==> src/rtl/alu_sequencer_if.sv <==
// Result channel from alu_sequencer to the UART response formatter.
// The sequencer is the master (drives valid/data/err); the formatter is the slave (drives ready).
interface alu_sequencer_if;
  logic        res_valid;
  logic        res_ready;
  logic [31:0] res_data;
  logic [1:0]  res_err;

  modport master (output res_valid, output res_data, output res_err, input res_ready);
  modport slave  (input res_valid, input res_data, input res_err, output res_ready);
endinterface

==> src/rtl/alu_sequencer.sv <==
// alu_sequencer: accepts one parsed command per parser_done, validates it, starts exactly
// one arithmetic unit, waits for its done and presents the result on a valid/ready channel.
// Optional build macro ALU_TIMEOUT_EN adds a WAIT-state timeout abort (res_err = 11).
module alu_sequencer #(
  parameter int TIMEOUT_CYCLES = 64,
  parameter int TO_W           = 7
) (
  input  logic                 clk,
  input  logic                 n_rst,
  input  logic [3:0]           dtype,
  input  logic [4:0]           operator,
  input  logic [15:0]          src1,
  input  logic [15:0]          src2,
  input  logic                 parser_done,
  output logic                 busy,
  output logic                 overrun,
  output logic [3:0]           unit_start,
  output logic                 unit_signed,
  output logic [15:0]          op_a,
  output logic [15:0]          op_b,
  input  logic [3:0]           unit_done,
  input  logic [31:0]          res_add,
  input  logic [31:0]          res_sub,
  input  logic [31:0]          res_mul,
  input  logic [31:0]          res_div,
  alu_sequencer_if.master      res
);

  typedef enum logic [1:0] {IDLE, ISSUE, WAIT, HOLD} state_t;

  state_t      state, state_next;
  logic [1:0]  sel;
  logic [31:0] res_data_q, res_data_next;
  logic [1:0]  res_err_q, res_err_next;
  logic        load_cmd;
  logic        cmd_legal;
  logic        div_zero;
  logic [1:0]  sel_dec;
  logic [31:0] unit_res;

  // Elaboration-time guard: the timeout counter must be able to reach TIMEOUT_CYCLES.
  if (2**TO_W <= TIMEOUT_CYCLES) begin : g_cfg_check
    $error("alu_sequencer: 2**TO_W must exceed TIMEOUT_CYCLES");
  end

`ifdef ALU_TIMEOUT_EN
  logic [TO_W-1:0] to_cnt;

  // Timeout counter: cleared in ISSUE, counts every WAIT cycle.
  always_ff @(posedge clk or negedge n_rst) begin
    if (!n_rst)               to_cnt <= '0;
    else if (state == ISSUE)  to_cnt <= '0;
    else if (state == WAIT)   to_cnt <= to_cnt + 1'b1;
  end
`endif

  // Command decode on the live parser inputs; operator 1..4 maps to unit index 0..3.
  always_comb begin
    cmd_legal = ((dtype == 4'd1) || (dtype == 4'd2)) &&
                (operator >= 5'd1) && (operator <= 5'd4);
    div_zero  = (operator == 5'd4) && (src2 == 16'd0);
    sel_dec   = operator[1:0] - 2'd1;
  end

  // Result select for the unit that was started.
  always_comb begin
    unit_res = res_add;
    case (sel)
      2'd0: unit_res = res_add;
      2'd1: unit_res = res_sub;
      2'd2: unit_res = res_mul;
      default: unit_res = res_div;
    endcase
  end

  // State register.
  always_ff @(posedge clk or negedge n_rst) begin
    if (!n_rst) state <= IDLE;
    else        state <= state_next;
  end

  // Next-state, result-capture values and FSM-decoded outputs.
  always_comb begin
    state_next    = state;
    res_data_next = res_data_q;
    res_err_next  = res_err_q;
    load_cmd      = 1'b0;
    unit_start    = '0;
    case (state)
      IDLE: begin
        if (parser_done) begin
          load_cmd = 1'b1;
          if (!cmd_legal) begin
            state_next    = HOLD;
            res_err_next  = 2'b01;
            res_data_next = '0;
          end else if (div_zero) begin
            state_next    = HOLD;
            res_err_next  = 2'b10;
            res_data_next = '1;
          end else begin
            state_next = ISSUE;
          end
        end
      end
      ISSUE: begin
        unit_start[sel] = 1'b1;
        state_next      = WAIT;
      end
      WAIT: begin
        if (unit_done[sel]) begin
          state_next    = HOLD;
          res_err_next  = 2'b00;
          res_data_next = unit_res;
        end
`ifdef ALU_TIMEOUT_EN
        else if (to_cnt == TO_W'(TIMEOUT_CYCLES)) begin
          state_next    = HOLD;
          res_err_next  = 2'b11;
          res_data_next = '0;
        end
`endif
      end
      HOLD: begin
        if (res.res_ready) state_next = IDLE;
      end
      default: state_next = IDLE;
    endcase
  end

  // Command latches, result registers and the overrun pulse.
  always_ff @(posedge clk or negedge n_rst) begin
    if (!n_rst) begin
      sel         <= '0;
      unit_signed <= 1'b0;
      op_a        <= '0;
      op_b        <= '0;
      res_data_q  <= '0;
      res_err_q   <= '0;
      overrun     <= 1'b0;
    end else begin
      if (load_cmd) begin
        sel         <= sel_dec;
        unit_signed <= (dtype == 4'd1);
        op_a        <= src1;
        op_b        <= src2;
      end
      res_data_q <= res_data_next;
      res_err_q  <= res_err_next;
      overrun    <= parser_done && (state != IDLE);
    end
  end

  assign busy          = (state != IDLE);
  assign res.res_valid = (state == HOLD);
  assign res.res_data  = res_data_q;
  assign res.res_err   = res_err_q;

endmodule

==> src/flat_wrapper.sv <==
// flat-port wrapper written by rule: the top's interface ports become plain ports
module alu_sequencer_flat 
#(
  parameter int TIMEOUT_CYCLES = 64,
  parameter int TO_W           = 7
)
  (clk, n_rst, dtype, operator, src1, src2, parser_done, busy, overrun, unit_start, unit_signed, op_a, op_b, unit_done, res_add, res_sub, res_mul, res_div, res_res_valid, res_res_data, res_res_err, res_res_ready);
  alu_sequencer_if res_i ();
  input  logic clk;
  input  logic n_rst;
  input  logic [3:0] dtype;
  input  logic [4:0] operator;
  input  logic [15:0] src1;
  input  logic [15:0] src2;
  input  logic parser_done;
  output logic busy;
  output logic overrun;
  output logic [3:0] unit_start;
  output logic unit_signed;
  output logic [15:0] op_a;
  output logic [15:0] op_b;
  input  logic [3:0] unit_done;
  input  logic [31:0] res_add;
  input  logic [31:0] res_sub;
  input  logic [31:0] res_mul;
  input  logic [31:0] res_div;
  output wire logic [$bits(res_i.res_valid)-1:0] res_res_valid;
  output wire logic [$bits(res_i.res_data)-1:0] res_res_data;
  output wire logic [$bits(res_i.res_err)-1:0] res_res_err;
  input wire logic [$bits(res_i.res_ready)-1:0] res_res_ready;
  assign res_res_valid = res_i.res_valid;
  assign res_res_data = res_i.res_data;
  assign res_res_err = res_i.res_err;
  assign res_i.res_ready = res_res_ready;
  alu_sequencer #(.TIMEOUT_CYCLES(TIMEOUT_CYCLES), .TO_W(TO_W)) u_core (.clk(clk), .n_rst(n_rst), .dtype(dtype), .operator(operator), .src1(src1), .src2(src2), .parser_done(parser_done), .busy(busy), .overrun(overrun), .unit_start(unit_start), .unit_signed(unit_signed), .op_a(op_a), .op_b(op_b), .unit_done(unit_done), .res_add(res_add), .res_sub(res_sub), .res_mul(res_mul), .res_div(res_div), .res(res_i));
endmodule
==> config.mk <==
export PLATFORM = sky130hd
export DESIGN_NAME = alu_sequencer_flat
export DESIGN_NICKNAME = d
export VERILOG_FILES = /design/src/rtl/alu_sequencer_if.sv /design/src/rtl/alu_sequencer.sv /design/src/flat_wrapper.sv
export SDC_FILE = /design/constraint.sdc
export NUM_CORES = 1
export LEC_CHECK = 0
export CORE_AREA = 5 5 95 97
export DETAILED_ROUTE_END_ITERATION = 8
export DIE_AREA = 0 0 100 102
export DONT_BUFFER_PORTS = 1
export GPL_TIMING_DRIVEN = 0
export PLACE_DENSITY = 0.77
export SYNTH_ARGS = -nofsm -noshare
export SYNTH_HDL_FRONTEND = slang
export SYNTH_SLANG_ARGS = --single-unit
==> constraint.sdc <==
create_clock -name clk -period 4.8 [get_ports clk]
set_input_delay 0.96 -clock clk [delete_from_list [all_inputs] [get_ports clk]]
set_output_delay 0.96 -clock clk [all_outputs]
set_load 0.02 [all_outputs]
### Word level (Yosys, flattened, before mapping)

Index checks and enable logic that the tools add are counted.

* output and inout port bits: 74
* register bits: 72
* input bits: 177
* logic and storage cells: 62

* reduce and logical (&&, ||, !) cells: 13
* $lt $le $gt $ge: 4
* add/subtract/negate cells: 1
* muxes and demuxes: 24
* equality and inequality tests: 12

Operators with widths (count)
* $mux 32: 4
* $pmux 32 s3: 1
* $pmux 32 s2: 1
* $mux 2: 9
* $logic_not 16->1: 1
* $pmux 2 s4: 1
* $eq 2x2->1 const B: 3
* $eq 5x3->1 const B: 1
* $ge 5x1->1 const B: 1
* $le 5x3->1 const B: 1
* $logic_and 1x1->1: 5
* $eq 2x1->1 const B: 2
* $eq 4x1->1 const B: 1
* $eq 4x2->1 const B: 1
* $logic_not 2->1: 2
* $mux 1: 4
* $mux 4: 1
* $ne 2x1->1 const B: 2
* $pmux 2 s2: 1
* $reduce_and 4->1: 1
* $reduce_bool 2->1: 2
* $lt 2x3->1 const B: 1
* $ne 3x3->1 const B: 1
* $reduce_and 3->1: 1
* 6 further kinds: 6

### Depth between registers and ports, before layout

Gate-level depths: netlist (run 1).

* depth after elaboration: 7
* depth in mapped cells: 8
* mapped depth without buffers: 7

### Least setup slack after synthesis (run 1)

OpenSTA, ideal clock, no wires.

* kind: input port to flip-flop
* start: input dtype[3]
* end: register u_core.res_data_q[10] (netlist: u_core.res.res_data[10])
* cell stages on the path: 6
* library setup time: 125 ps
* path slack: 2173 ps
* data arrival time: 2503 ps
* required time: 4675 ps
* buffers on the path: 1
* path through: or4_4 -> nor4_4 -> o211ai_2 -> nand2_2 -> clkbuf_8 -> mux2_2

* longest elaborated chain between the ends: 7
* elaborated cells between the ends (all ways): 10
* classes of those cells: eq/ne: 3; mux: 3; reduce/logical: 4

Ends and longest elaborated chain
* start, declared: RTL line flat_wrapper.sv:11 `input logic [3:0] dtype;`
* $eq 4x1->1 / $eq 4x2->1 (equally long branches): RTL line alu_sequencer.sv:59 `cmd_legal = ((dtype == 4'd1) || (dtype == 4'd2)) &&`
* $logic_or 1x1->1 (*): RTL line alu_sequencer.sv:59
* $logic_and 1x1->1 (*): RTL line alu_sequencer.sv:59
* $logic_and 1x1->1 (*): RTL line alu_sequencer.sv:60 `(operator >= 5'd1) && (operator <= 5'd4);`
* $mux 32: RTL line alu_sequencer.sv:93 `if (!cmd_legal) begin`
* $mux 32: RTL line alu_sequencer.sv:91 `if (parser_done) begin`
* $pmux 32 s2: RTL line alu_sequencer.sv:89 `case (state)`
* end signal, assigned: RTL line alu_sequencer.sv:148 `res_data_q <= res_data_next;`
* end, declared: RTL line alu_sequencer.sv:33 `logic [31:0] res_data_q, res_data_next;`

Mark *: on every way between the ends. The rest lies on a longest branch, timed or not. The select of a mux whose other input is x is not followed.
A chain may end at the register's enable or synchronous reset.

### Worst setup path after layout (run 1)

* start: register u_core.sel[1]
* end: output unit_start[2]

* longest elaborated chain between the ends: 5
* elaborated cells between the ends (all ways): 6
* classes of those cells: order compare: 2; mux: 3; reduce/logical: 1

Ends and longest elaborated chain
* start, declared: RTL line alu_sequencer.sv:32 `logic [1:0] sel;`
* start signal, assigned: RTL line alu_sequencer.sv:143 `sel <= sel_dec;`
* $lt 2x3->1 (not written as such) / $ge 2x1->1 (equally long branches): RTL line alu_sequencer.sv:107 `unit_start[sel] = 1'b1;`
* $logic_and 1x1->1 (not written as such): RTL line alu_sequencer.sv:107
* $mux 1 (not written as such): RTL line alu_sequencer.sv:107
* $demux 1 s2 (*)
* $mux 4 (*): RTL line alu_sequencer.sv:89
* end, declared: RTL line flat_wrapper.sv:18 `output logic [3:0] unit_start;`

Mark *: on every way between the ends. The rest lies on a longest branch, timed or not.

==> results of run 1 <==
## Yosys cell counts
| master | instances | area [um2] |
|---|---|---|
| o21ai_0 | 5 | 25.0 |
| or4_4 | 1 | 11.3 |
| clkbuf_8 | 1 | 13.8 |
| a21o_2 | 1 | 8.76 |
| a32o_1 | 1 | 10.0 |
| clkbuf_1 | 11 | 41.3 |
| nand2_2 | 1 | 6.26 |
| nor3b_1 | 1 | 7.51 |
| nor4b_1 | 2 | 17.5 |
| mux2_2 | 64 | 721 |
| nand2b_1 | 1 | 6.26 |
| a21oi_1 | 2 | 10.0 |
| xnor2_1 | 1 | 8.76 |
| inv_1 | 7 | 26.3 |
| nor4_1 | 4 | 25.0 |
| and2b_1 | 1 | 7.51 |
| or4b_2 | 1 | 10.0 |
| nor2_1 | 5 | 18.8 |
| buf_1 | 3 | 11.3 |
| dfrtp_1 | 72 | 1800 |
| and3_1 | 1 | 6.26 |
| nand3_1 | 1 | 5.00 |
| buf_6 | 5 | 56.3 |
| mux4_2 | 1 | 22.5 |
| o221ai_1 | 32 | 280 |
| buf_2 | 5 | 25.0 |
| nor3_1 | 2 | 10.0 |
| or2b_4 | 1 | 11.3 |
| mux2i_1 | 64 | 641 |
| ha_1 | 6 | 75.1 |
| o211ai_2 | 1 | 12.5 |
| a221o_1 | 1 | 10.0 |
| nand2_1 | 10 | 37.5 |
| nor4_4 | 1 | 21.3 |
| nor2b_1 | 1 | 6.26 |
## per-stage QoR
stage	utilization	cells	total power, mW	setup slack (ns)	cell area [um2]
after floorplan	-	317	2.38	2.17	4010
after global placement	0.514	422	2.63	1.93	4140
after detailed placement	0.514	422	2.68	1.90	4140
after CTS	0.541	438	3.22	1.52	4360
after global routing	0.541	438	3.38	1.41	4360
final	0.541	438	3.18	1.56	4360
## power by group through the flow
stage               Sequential (mW)  Combinational (mW)  Clock (mW)
floorplan                      1.37                1.02           0
global placement               1.44                1.19           0
detailed placement             1.45                1.23           0
CTS                            1.44                1.23       0.547
global route                   1.47                1.33       0.576
finish                         1.44                1.22       0.530
## how the worst min path moves through the flow
stage / to / slack, ns / depth (start not counted)
finish: u_core.res.res_err[0] / 0.31 / 0
global route: u_core.res.res_err[0] / 0.28 / 0
CTS: u_core.res.res_data[5] / 0.29 / 0
detailed placement: u_core.state[1] / 0.54 / 2
global placement: u_core.state[1] / 0.52 / 2
floorplan: u_core.state[1] / 0.50 / 2
## kinds of logic after synthesis
group,after synthesis,share of synthesized area
adder cells (fa/ha/maj),6,0.0187
multiplexers,129,0.345
XOR/XNOR,1,0.00219
flip-flops,72,0.450
buffers and inverters,32,0.0434
AO/OA/AOI/OAI,43,0.0890
AND/OR/NAND/NOR,34,0.0518
## flip-flops by register name (all words and copies together), names as in the netlist
name                 flops
u_core.op_a             16
u_core.op_b             16
u_core.overrun           1
u_core.res.res_data     32
u_core.res.res_err       2
u_core.sel               2
u_core.state             2
u_core.unit_signed       1
## layout make-up
cell class,instances,area share
Sequential cell,72,0.413
Tap cell,105,0.0301
Multi-Input combinational cell,213,0.466
Buffer,25,0.0339
Clock inverter,6,0.0212
Clock buffer,10,0.0293
Inverter,7,0.00603
## layer usage
layer / wire length, um / up-vias / GRT usage
met5: 0 / - / 0
met4: 381 / 0 / 0.0995
met3: 1310 / 27 / 0.0928
met2: 5730 / 185 / 0.372
met1: 3980 / 1379 / 0.239
li1: - / 1222 / -
==> out/results.txt, run 1 <==
status = finished clean
Worst Max-Slew Pin Slew = 0.858 ns
synthesized net count = 500
Worst Path Required = 3.84 ns
maximum clock rate = 309 MHz
register area share after synthesis = 0.450
vias = 2813
VDD IR-drop max = 0.386 mV
post-DP HPWL = 9200 um
routed len/inst = 26.0 um
final wirelength = 11400 um
Rows = 33
CP delay by family, top = buffers and inverters
CP Capture Type = primary output
initial core utilization = 0.498
routability congestion estimate = 0.945
layout cells sized above 1 = 0.294
worst-case clock buffer depth = 2
Critical Path Start = u_core.sel[1]
Gate power share = 0.382
crit path to = unit_start[2]
Sw Share = 0.430
Skew-Pair Late Insertion Delay = 0.34 ns
Worst path most repeated cell = buf_2
H-tree Lvls = 3
Pwr Density = 730 mW/mm2
DIE AREA = 0.0102 mm2
final setup TNS = 0 ns
Final ANT Viol Nets = 0
sw power = 1.37 mW
drt pass-1 iters = 6
skew final = 0.00769 ns
Die Wd = 100 um
NumNets Final = 511
post-route minimum period = 3.24 ns
GRT Util Overall = 0.219
P_int = 1.81 mW
grt total ovfl = 0
Hold Worst Slack = 0.308 ns
Worst path max stage delay = 0.59 ns
clock-pin slew of the registers on the worst-case setup and hold paths = 0.08 ns
core area = 0.00805 mm2
Final setup viols = 0
Slew headroom = 0.428
leakage dissipation = 1.95 nW
I/O pin total = 251
RSZ-0062 raised after global routing = no
CP cell instances = buf_2, buf_2, clkbuf_1, nand2_1, nor2_1
Reg2Reg Setup Slack = 2.49 ns
Slew Viols, Final = 0
reg2reg start = u_core.sel[1]
CTS sink cnt = 72
DR iter-0 viols = 57
Setup Buffers After CTS = 0
max_cap viols = 0
Clk pwr share = 0.166
DRC Markers = 0
Reg-to-Reg End = u_core.res.res_data[14]
Final Cycle Share = 0.675
diode count = 0
critical path peak fanout = 10
most frequent cells in the layout = dfrtp_1 (72), mux2i_1 (64), mux2_2 (64), o221ai_1 (32), clkbuf_1 (12)
post-cts sizing count = 0
WP buf/inv = 3
critical path depth = 5
Seq pwr share = 0.451
Syn Area/Cell = 12.6 um2
R2R depth = 6
CTS buffer count = 9
Synthesis Warnings = 0
crit path max-delay cell type = clkbuf_1
Area Growth Syn to Fin = 8.77%
Hold-fix buffers, CTS = 0
Die H = 102 um
port buffer count = 0
commonest non-fill, non-tap cell in the layout = dfrtp_1
Layout fillers = 725
CTS root buf = clkbuf_8
Synth Cell Area = 0.00401 mm2
Synth cell types = 35
register bit count reported by yosys = 72
Critical Path Start Type = flop
first-pass GRT wire length = 17300 um
CTS tree = yes
Hold Vio Cnt, Final = 0
area of the multi-input gates = 0.00203 mm2
largest net degree at the start of global routing = 73
crit path kind = reg2out
vias per cell = 6.42
worst hold path type = in2async
antenna violations before repair = 0
FF+latch area = 0.00180 mm2
Synth Instances = 317
vias in the first global route = 3089
Arr. time, crit path = 2.28 ns
Note: power is estimated with default switching activity, not from simulation.
==> run 2, diff against run 1 <==
PLACE_DENSITY = 0.8   (was 0.77)
clock period = 2.74 ns   (was 4.8 ns; I/O delays follow)
==> run 2 against run 1 <==
Die area unchanged. Via count decreased by 1.6%. First-iteration DRC count decreased by 40%. Global-route usage increased by 0.19 points. Clock skew about the same.
==> out/results.txt, run 2 (synthesized netlist as in run 1, its figures left out) <==
CTS sink cnt = 72 (unchanged)
WP buf/inv = 2 (-1)
CP Capture Type = primary output
Worst Path Required = 2.19 ns (-1.65 ns)
leakage dissipation = 1.97 nW (+1.1%)
max reg flops = 32 (unchanged)
critical path peak fanout = 19 (+9)
initial core utilization = 0.498 (unchanged)
Setup Buffers After CTS = 0 (unchanged)
Slew Viols, Final = 0 (unchanged)
Final Cycle Share = 0.891
CTS tree = yes
core area = 0.00805 mm2 (unchanged)
Non-Filler Instances = 439 (+0.23%)
drt pass-1 iters = 6 (unchanged)
Slew headroom = 0.434 (+0.00581)
post-route minimum period = 2.44 ns
CTS buffer count = 9 (unchanged)
CP cell instances = buf_2, buf_2, nor3b_1
commonest non-fill, non-tap cell in the layout = dfrtp_1
skew final = 0.00807 ns (+0.000382 ns)
Die H = 102 um (unchanged)
worst hold path type = in2async
post-DP HPWL = 9180 um (-0.19%)
Critical Path Start = u_core.sel[1]
final worst slack = 0.300 ns (-1.26 ns)
worst-case clock buffer depth = 2 (unchanged)
DRC Markers = 0 (unchanged)
antenna violations before repair = 3 (+3)
status = finished clean
max_cap viols = 0 (unchanged)
Reg2Reg Setup Slack = 0.56 ns (-1.93 ns)
CTS root buf = clkbuf_8
Skew-Pair Late Insertion Delay = 0.34 ns (about the same)
Area Growth Syn to Fin = 9.62%
Die Wd = 100 um (unchanged)
largest net degree at the start of global routing = 73 (unchanged)
DIE AREA = 0.0102 mm2 (unchanged)
clock-pin slew of the registers on the worst-case setup and hold paths = 0.08 ns (about the same)
maximum clock rate = 410 MHz
post-place setup slack = 0.274 ns (-1.63 ns)
Pwr Density = 1270 mW/mm2 (+74%)
Final setup viols = 0 (unchanged)
Hold Vio Cnt, Final = 0 (unchanged)
port buffer count = 0 (unchanged)
Rows = 33 (unchanged)
most frequent cells in the layout = dfrtp_1 (72), mux2i_1 (64), mux2_2 (64), o221ai_1 (32), clkbuf_8 (11)
final wirelength = 11400 um (-0.36%)
crit path kind = reg2out
I/O pin total = 251 (unchanged)
final setup TNS = 0 ns (unchanged)
DR iter-0 viols = 34 (-40%)
critical path depth = 3 (-2)
first-pass GRT wire length = 17200 um (-0.52%)
vias per cell = 6.31 (-1.8%)
routed len/inst = 25.9 um (-0.59%)
NumNets Final = 511 (unchanged)
Arr. time, crit path = 1.89 ns (-0.39 ns)
reg2reg start = u_core.sel[0]
crit path to = unit_start[0]
RSZ-0062 raised after global routing = no
Final ANT Viol Nets = 0 (unchanged)
Placed Instances = 422 (unchanged)
Critical Path Start Type = flop
vias in the first global route = 3090 (+0.032%)
GRT Util Overall = 0.221 (+0.00185)
Worst path max stage delay = 0.69 ns (+0.10 ns)
H-tree Lvls = 3 (unchanged)
VDD IR-drop max = 0.650 mV (+68%)
R2R depth = 7 (+1)
routability congestion estimate = 0.956 (+1.2%)
CP delay by family, top = simple AND/OR/NAND/NOR gates
layout cells sized above 1 = 0.300 (+0.00601)
Worst Max-Slew Pin Slew = 0.849 ns (-0.00872 ns)
Worst path most repeated cell = buf_2
vias = 2768 (-1.6%)
grt total ovfl = 0 (unchanged)
crit path max-delay cell type = nor3b_1
Reg-to-Reg End = u_core.res.res_data[9]
## run 2: cell types whose count changed in the layout (fill, tap and decap cells not counted)
cell        delta
inv_6          +1
clkinv_4       -1
clkinvlp_4     -1
clkbuf_8       +1
diode_2        +1
clkinv_2       +1
clkbuf_1       -2
buf_16         +1
## run 2: per-layer routing
metal | track usage | up-vias | wire length (um)
li1 | - | 1228 | -
met1 | 0.234 | 1332 | 4010
met2 | 0.372 | 180 | 5620
met3 | 0.114 | 24 | 1410
met4 | 0.0922 | 4 | 307
met5 | 0 | - | 19
## run 2: report_power, final
part / switching, mW / leakage [nW] / internal, mW
clock network: 0.413 / 0.113 / 0.542
registers: 0.950 / 0.909 / 1.56
logic: 1.03 / 0.945 / 1.09
## run 2: final cells by class
class,instances,area [um2]
clock inverters,6,90.1
repair buffers,1,27.5
fillers,705,3660
clock buffers,10,138
inverters,7,26.3
multi-input cells,213,2030
well taps,105,131
diodes,1,2.50
flip-flops and latches,72,1800
plain buffers,24,144
## run 2: stage by stage
step | hold slack (ns) | total power [mW] | util | cell area, um2
finish | 0.0905 | 5.60 | 0.546 | 4390
global route | 0.0839 | 5.96 | 0.546 | 4390
CTS | 0.0748 | 5.67 | 0.545 | 4390
detailed placement | 0.254 | 4.68 | 0.514 | 4140
global placement | 0.255 | 4.60 | 0.514 | 4140
floorplan | 0.252 | 4.17 | - | 4010
## run 2: timing repair
action	in CTS	in global routing
hold endpoints to repair	72	0
gates resized for setup	0	0
hold buffers	1	0
endpoints found under the setup margin	3	0
## run 2: worst min-delay path by stage
stage	start	end	slack, ns	depth (start not counted)
floorplan	n_rst	u_core.op_a[0]	0.25	0
global placement	n_rst	u_core.op_b[10]	0.25	0
detailed placement	n_rst	u_core.op_b[8]	0.25	0
CTS	n_rst	u_core.op_b[8]	0.07	1
global route	n_rst	u_core.op_b[15]	0.08	1
finish	n_rst	u_core.op_b[8]	0.09	1
==> run 3, diff against run 2 <==
CTS_CLUSTER_DIAMETER = 120   (was default)
==> results of run 3 <==
The final DEF is identical to that of run 2; final timing and power are the same.
==> variant, RTL diff (settings of run 3) <==
Take the reset off `res_data_q` and load it in a clocked block of its own.
--- a/src/rtl/alu_sequencer.sv
+++ b/src/rtl/alu_sequencer.sv
@@ -135,7 +135,6 @@
       unit_signed <= 1'b0;
       op_a        <= '0;
       op_b        <= '0;
-      res_data_q  <= '0;
       res_err_q   <= '0;
       overrun     <= 1'b0;
     end else begin
@@ -145,10 +144,13 @@
         op_a        <= src1;
         op_b        <= src2;
       end
-      res_data_q <= res_data_next;
       res_err_q  <= res_err_next;
       overrun    <= parser_done && (state != IDLE);
     end
+  end
+
+  always_ff @(posedge clk) begin
+    res_data_q <= res_data_next;
   end
 
   assign busy          = (state != IDLE);
Behaviour: not the same (a bounded check fails within 4 cycles, from zero or initial values and one cycle with n_rst low).
==> variant against run 3 <==
  * Synthesized area is 5.1% lower
  * Power barely moved
  * Final area shrank 4.6%
  * Sequential cell count stayed put
  * Combinational power shrank 13%
  * Die area unchanged
  * Clock power is 2.5% lower
  * Routed wire length grew 1.9%
  * Clock skew is 0.0028 ns higher
  * Via count down 8.6%
  * Setup slack got worse by 0.093 ns
  * Critical endpoint is now u_core.res.res_data[23]
  * Global-route usage up 0.42 points
==> variant: results (changes against run 3) <==
Status: completed (unchanged)
Vias in the first global route: 2,696 (was 3,090)
Worst r2r src: u_core.state[0] (was u_core.sel[0])
Gr usage total: 22.49% (was 22.07%)
DRT Pass-1 Iters: 4 (was 6)
Post-synthesis cell count: 280 (was 317)
Synth area leaders: dfrtp_1 26%, edfxtp_1 25%, mux4_2 20%, mux2_2 9.5%, nand2_1 7.1% (was dfrtp_1 45%, mux2_2 18%, mux2i_1 16%, o221ai_1 7.0%, ha_1 1.9%)
DR vias: 2,530 (was 2,768)
Wire per inst: 28.50 um (was 25.87 um)
1st-iter DRT viols: 145 (was 34)
First-pass GRT wire length: 16,710 um (was 17,170 um)
Reg clk slew, reported paths: 0.08 ns (about the same)
Post-Syn Nets: 463 (was 500)
Final Skew: 0.01090 ns (was 0.008071 ns)
Synth cell count leaders: 72 x nand2_1, 40 x dfrtp_1, 33 x mux4_2 (was 72 x dfrtp_1, 64 x mux2_2, 64 x mux2i_1)
Final RePlAce weighted congestion: 0.8693 (was 0.9564)
Top cell type's share of synthesized area: 26.31% (was 44.96%)
Worst-Margin Slew: 0.9058 ns (was 0.8488 ns)
Fin cells: 406 (was 439)
Worst r2r path cells: 6 (was 7)
Post-synth ARST share: 55.56% (was 100.0%)
Filler cells: 693 (was 705)
Crit-path max FO: 32 (was 19)
Fraction of final layout cells sized beyond drive strength 1: 33.33% (was 30.03%)
NumNets Final: 475 (was 511)
Final hold slack: 0.04631 ns (was 0.09051 ns)
Dpl cell area: 3944 um2 (was 4139 um2)
P_leak: 1.722 nW (was 1.967 nW)
CP Data Arrival Time: 2.50 ns (was 1.89 ns)
Post-synth EDFFs: 32 (was 0)
RR Endpoint: u_core.res.res_data[23] (was u_core.res.res_data[9])
Initial antenna violation count: 4 (was 3)
Max VDD drop: 0.0005419 V (was 0.0006495 V)
Dpl hpwl: 9431 um (was 9179 um)
Post-synthesis sequential area ratio: 51.56% (was 44.96%)
Reg2Reg Setup Slack: 0.21 ns (was 0.56 ns)
Post-layout util: 52.06% (was 54.56%)
Largest net degree at the start of global routing: 41 (was 73)
[variant: metal layers]
metal | GRT usage, % | part of all wire [%] | up-vias
met2 | 36.79 | 49 | 189
met5 | 0 | 0 | -
li1 | - | - | 1067
met3 | 13.31 | 15 | 15
met1 | 25.03 | 34 | 1259
met4 | 6.528 | 1.4 | 0
[variant: layout make-up]
class / count / share of cell area, %
clock buffer: 10 / 3.045
buffer: 20 / 2.299
timing repair buffer: 1 / 0.4776
tap: 105 / 3.134
antenna: 4 / 0.2388
sequential: 72 / 46.81
inverter: 6 / 0.5373
clock inverter: 6 / 2.149
multi-input combinational: 182 / 41.31
[variant: worst max-delay path by stage]
stage | from | end | slack, ns | depth (start not counted)
3_5_place_dp | operator[1] | u_core.res.res_data[2] | 0.05 | 6
4_1_cts | u_core.state[0] | u_core.res.res_data[18] | 0.15 | 6
2_1_floorplan | operator[1] | u_core.res.res_data[0] | 0.01 | 6
3_3_place_gp | operator[1] | u_core.res.res_data[6] | -0.43 | 6
6_report | u_core.state[0] | u_core.res.res_data[23] | 0.21 | 6
5_1_grt | u_core.state[0] | u_core.res.res_data[27] | 0.04 | 6
[variant: cells by family after synthesis]
group | synth area share, %
simple gates | 11.41
flops | 51.56
mux | 29.00
buf+inv | 3.124
compound gates | 2.697
fa+ha+maj | 1.973
xor+xnor | 0.2302
[variant: worst max-delay path: stages (launching register included)]
cell and delay (ns):
dfrtp_1 0.42, inv_1 0.10, ha_1 0.14, clkbuf_1 0.43, nand2b_1 0.11, o2bb2ai_1 0.22
nor2_4 0.72
[variant: power by group through the flow]
stage | clock network, W | registers [W] | logic, W
2_1_floorplan | 0 | 0.00270 | 0.00153
3_3_place_gp | 0 | 0.00283 | 0.00179
3_5_place_dp | 0 | 0.00284 | 0.00186
4_1_cts | 0.000953 | 0.00282 | 0.00188
5_1_grt | 0.00101 | 0.00287 | 0.00205
6_report | 0.000931 | 0.00281 | 0.00186
[variant: metrics by stage]
step	TNS, ns	setup WS [ns]
after floorplan	0	0.01213
after global placement	-13.59	-0.4272
after detailed placement	0	0.05411
after CTS	0	0.1522
after global routing	0	0.04001
final	0	0.2063
[variant: timing repair]
| action | 4_1_cts | 5_1_grt |
|---|---|---|
| hold endpoints to repair | 40 | 0 |
| buffers inserted | 0 | 0 |
| resized for setup | 0 | 0 |
| hold buffers | 1 | 0 |
